File: config.mk
export PLATFORM = sky130hd
export DESIGN_NAME = register_file
export DESIGN_NICKNAME = d
export VERILOG_FILES = /design/src/rtl/register_file.sv
export SDC_FILE = /design/constraint.sdc
export NUM_CORES = 2
export LEC_CHECK = 0
export BUFFER_PORTS_ARGS = -buffer_cell sky130_fd_sc_hd__buf_2
export CAP_MARGIN = 20
export CORE_AREA = 2 2 402 404
export DETAILED_ROUTE_END_ITERATION = 8
export DIE_AREA = 0 0 404 406
export PLACE_DENSITY_LB_ADDON = 0.1
export SYNTH_ARGS = -nofsm -noshare
export SYNTH_HDL_FRONTEND = slang
export SYNTH_SLANG_ARGS = --single-unit
File: constraint.sdc
create_clock -name clk -period 7.1 [get_ports clk]
set_input_delay 1.42 -clock clk [delete_from_list [all_inputs] [get_ports clk]]
set_output_delay 1.42 -clock clk [all_outputs]
set_load 0.02 [all_outputs]
File: src/rtl/register_file.sv
// MIPS 32x32 register file: two async read ports, one sync write port, r0 hardwired to zero,
// plus a valid/ready debug dump engine. Define REGFILE_BYPASS_EN for same-cycle write-to-read forwarding.
module register_file #(
  parameter int DATA_W = 32,
  parameter int ADDR_W = 5
) (
  input  logic              clk,
  input  logic              rst,
  input  logic [ADDR_W-1:0] rs_addr,
  input  logic [ADDR_W-1:0] rt_addr,
  output logic [DATA_W-1:0] rs_data,
  output logic [DATA_W-1:0] rt_data,
  input  logic              we,
  input  logic [ADDR_W-1:0] wr_addr,
  input  logic [DATA_W-1:0] wr_data,
  input  logic              dump_start,
  output logic              dump_valid,
  input  logic              dump_ready,
  output logic [ADDR_W-1:0] dump_idx,
  output logic [DATA_W-1:0] dump_data,
  output logic              dump_busy
);

  localparam int unsigned DEPTH = 2**ADDR_W;

  typedef enum logic [1:0] {IDLE, SEND, DONE} dump_state_t;

  dump_state_t       state, state_nxt;
  logic [DATA_W-1:0] regs [DEPTH];
  logic [DATA_W-1:0] rs_stored, rt_stored;
  logic [ADDR_W-1:0] idx_nxt;
  logic              xfer, last;

  always_ff @(posedge clk) begin
    if (rst) begin
      for (int unsigned i = 0; i < DEPTH; i++) regs[i] <= '0;
    end else if (we && wr_addr != '0) begin
      regs[wr_addr] <= wr_data;
    end
  end

  assign rs_stored = (rs_addr == '0) ? '0 : regs[rs_addr];
  assign rt_stored = (rt_addr == '0) ? '0 : regs[rt_addr];

`ifdef REGFILE_BYPASS_EN
  logic byp_ok;
  assign byp_ok  = !rst && we && (wr_addr != '0);
  assign rs_data = (byp_ok && rs_addr == wr_addr) ? wr_data : rs_stored;
  assign rt_data = (byp_ok && rt_addr == wr_addr) ? wr_data : rt_stored;
`else
  assign rs_data = rs_stored;
  assign rt_data = rt_stored;
`endif

  assign xfer    = (state == SEND) && dump_ready;
  assign last    = (dump_idx == '1);
  assign idx_nxt = dump_idx + ADDR_W'(1);

  always_ff @(posedge clk) begin
    if (rst) state <= IDLE;
    else     state <= state_nxt;
  end

  always_comb begin
    state_nxt = state;
    case (state)
      IDLE:    if (dump_start) state_nxt = SEND;
      SEND:    if (xfer && last) state_nxt = DONE;
      DONE:    state_nxt = IDLE;
      default: state_nxt = IDLE;
    endcase
  end

  always_comb begin
    dump_valid = (state == SEND);
    dump_busy  = (state != IDLE);
  end

  // Each word is captured from the array when it is loaded, so later writes to
  // an already-offered register cannot disturb the word held under backpressure.
  always_ff @(posedge clk) begin
    if (rst) begin
      dump_idx  <= '0;
      dump_data <= '0;
    end else if (state == IDLE && dump_start) begin
      dump_idx  <= '0;
      dump_data <= '0;
    end else if (xfer && !last) begin
      dump_idx  <= idx_nxt;
      dump_data <= regs[idx_nxt];
    end
  end

endmodule

==> summary.txt <==
Status
  • Run status: completed

Job
  • MaxCap Viol Count: 0

Die
  • Die W: 404 um
  • Die Ht: between 400 and 500 um
  • I/O pins: about 160
  • Core area: 160000 um^2
  • Starting Density: between 30% and 40%
  • Die Area: 164000 um^2
  • Cell Rows: 147

Clocking
  • Clock Path Buffers: 3
  • Post-CTS Resized: 0
  • Clock sink count: 1063
  • Postcts setup bufs: 0
  • Hold_buf cts: 0
  • Num CTS Buffers: between 100 and 150
  • Clock Latency Late Sink: 770 ps
  • Worst-path clk slew: 60 ps
  • CTS tree: yes
  • Clock H-tree levels: 4
  • Root Buffer: clkbuf_16

Yosys
  • Avg Cell Area, Syn: 16.0 um^2
  • Synth warnings: 0
  • Cell taking the most area after synthesis: edfxtp_1
  • Netlist cell types: 43
  • Most frequent cell after synthesis: edfxtp_1
  • EDFF count, synth: 1024
  • Post-synth top flop: edfxtp_1
  • Mapped cell area: ~63000 um^2
  • Seq cells post-synth: approximately 1.1k
  • Synth cell count leaders: edfxtp_1, and2_1, mux4_2, clkbuf_1, mux2i_1
  • Main area contributors after synthesis: edfxtp_1, mux4_2, and2_1
  • Post-Synthesis Cells: 3969
  • Sequential fraction of the synthesis area: just under 50%
  • Async SR Flop Fraction: 0%
  • Post-synth top area share: 48.4%

Power and ir drop
  • Clock network fraction of total power: 41.0%
  • Comb pwr share: 14.5%
  • Peak VDD IR: 244 uV
  • Switch Pwr: 4.44 mW
  • Power Density: ~240 nW/um^2
  • Leak pwr: 23.5 nW
  • Internal power: 12.3 mW
  • Register share of total power: 44.6%
  • Net Sw Frac: 26.5%

Global route
  • Remaining Overflow, GRT: 0
  • Vias in the first global route: a little over 40k
  • GRT Util Overall: 30.0%
  • M3 GR Usage: 7.29%
  • Pin count of the biggest net entering global routing: 104
  • Met2 usage: 46.1%
  • First-pass GRT wire length: between 300 and 400 mm
  • GR met1 Demand/Resource: 41.7%
  • Initial antenna violation count: 33
  • GR peak layer: met2

Final layout
  • Share of cells above drive strength 1: 35.6%
  • Final core occ: 44.5%
  • Area Growth Syn to Fin: 11.9%
  • Nets: between 4k and 5k
  • Fin cells: 6186

STA
  • Final hold slack: 489 ps
  • FMAX: 171 MHz
  • Fin crit share: 82.2%
  • RSZ-0062 raised after global routing: false
  • Final setup fails: 0
  • Worst-Margin Slew: approximately 1100 ps
  • Slew headroom: about a quarter
  • Final Max Tran Viols: 0
  • Final TNS setup: 0 ps
  • Min Tclk post-route: ~6000 ps
  • Clock skew: 37.4 ps
  • Fin. Hold Viols: 0

Critical path
  • CP endpoint kind: output pin
  • Critical path peak fanout: 103
  • Setup Crit Path Kind: in2out
  • CP arrival: 4420 ps
  • Startpoint types: input port
  • Crit path required time: between 5000 and 6000 ps
  • Reg-to-reg slack, setup: 3340 ps

Routing
  • DRC Markers: 0
  • DR vias/cell: 6.51
  • First-pass DRT Iterations: 5
  • Initial DRC count: 5813
  • DRT antenna net count: 0
  • Vias: 40.3k
  • Wirelength per Cell: around 40 um
  • Final WL: 245 mm

Hold path
  • Worst hold path type: reg2reg

Placed design
  • Placed Cells incl. Taps: 5935
  • PortBufs: 154
  • Post-DP HPWL: 142 mm
  • GP Congestion: a little under 0.9
registers in the layout, indices dropped and copies added (netlist names):
register	cells
dump_data	32
regs	1024
dump_idx	5
state	2
cell type report:
cell class / instances / area (um^2)
antenna: 9 / 22.5
inverter: 67 / 251
fill: 14000 / 88600
multi-input combinational: 2427 / 30200
timing repair buffer: 293 / 2170
tap: 2086 / 2610
clock inverter: 66 / 578
clock buffer: 175 / 3730
sequential: 1063 / 31500
worst max-delay path, stage by stage:
cell and delay [ps]:
buf_8 760, buf_4 500, mux4_2 360, mux4_2 510, nand2_1 180, o21ai_1 290, buf_2 280
routing by layer:
| metal | part of all wire [%] | vias to the layer above | wire length [um] |
|---|---|---|---|
| li1 | - | 15800 | - |
| met1 | 40 | 21700 | 98200 |
| met2 | 46 | 2440 | 112000 |
| met3 | 10 | 414 | 25100 |
| met4 | 3.9 | 14 | 9650 |
| met5 | 0.036 | - | 89 |
layout by cell type, fill, tap and decap left out, drive strengths merged, types with 32 or more instances in the layout:
| cell type | count |
|---|---|
| edfxtp | 1024 |
| and2 | 992 |
| mux4 | 892 |
| buf | 293 |
| clkbuf | 175 |
| mux2i | 126 |
| nand2 | 89 |
| inv | 69 |
| o21ai | 65 |
| o22ai | 56 |
| clkinv | 51 |
| nor2 | 46 |
| dfxtp | 39 |
| conb | 32 |
kinds of logic (layout without fill, tap and decap cells):
family / after synthesis / in the layout / share of synthesized area [%]
multiplexers: 1018 / 1018 / 33.6
other: 1 / 41 / 0.00591
XOR/XNOR: 7 / 7 / 0.0966
buffers and inverters: 510 / 601 / 3.51
AND/OR/NAND/NOR: 1199 / 1199 / 11.3
AO/OA/AOI/OAI: 169 / 169 / 1.75
flip-flops: 1063 / 1063 / 49.7
adder cells (fa/ha/maj): 2 / 2 / 0.0394
stage by stage:
| stage | setup WS, ps | total power [mW] | area [um^2] |
|---|---|---|---|
| floorplan | 2490 | 9.05 | 63600 |
| CTS | 1330 | 16.8 | 71000 |
| global route | 1240 | 17.2 | 71000 |
| detailed placement | 1330 | 10.0 | 66700 |
| finish | 1260 | 16.8 | 71100 |
| global placement | 1310 | 10.0 | 66600 |
worst paths after layout:
path | from | endpoint | depth (start not counted)
hold / removal | dump_data[10] | dump_data[10] | 1
hold reg to reg | dump_data[10] | dump_data[10] | 1
setup / recovery | rt_addr[0] | rt_data[5] | 7
setup reg to reg | dump_idx[1] | dump_data[21] | 6
power groups by stage:
| stage | Clock, mW | Sequential, mW | Combinational, mW |
|---|---|---|---|
| after floorplan | 0 | 7.49 | 1.56 |
| after global placement | 0 | 7.58 | 2.41 |
| after detailed placement | 0 | 7.59 | 2.41 |
| after CTS | 6.95 | 7.46 | 2.42 |
| after global routing | 7.19 | 7.51 | 2.51 |
| final | 6.87 | 7.48 | 2.43 |
Power figures use the tool's default switching activity.
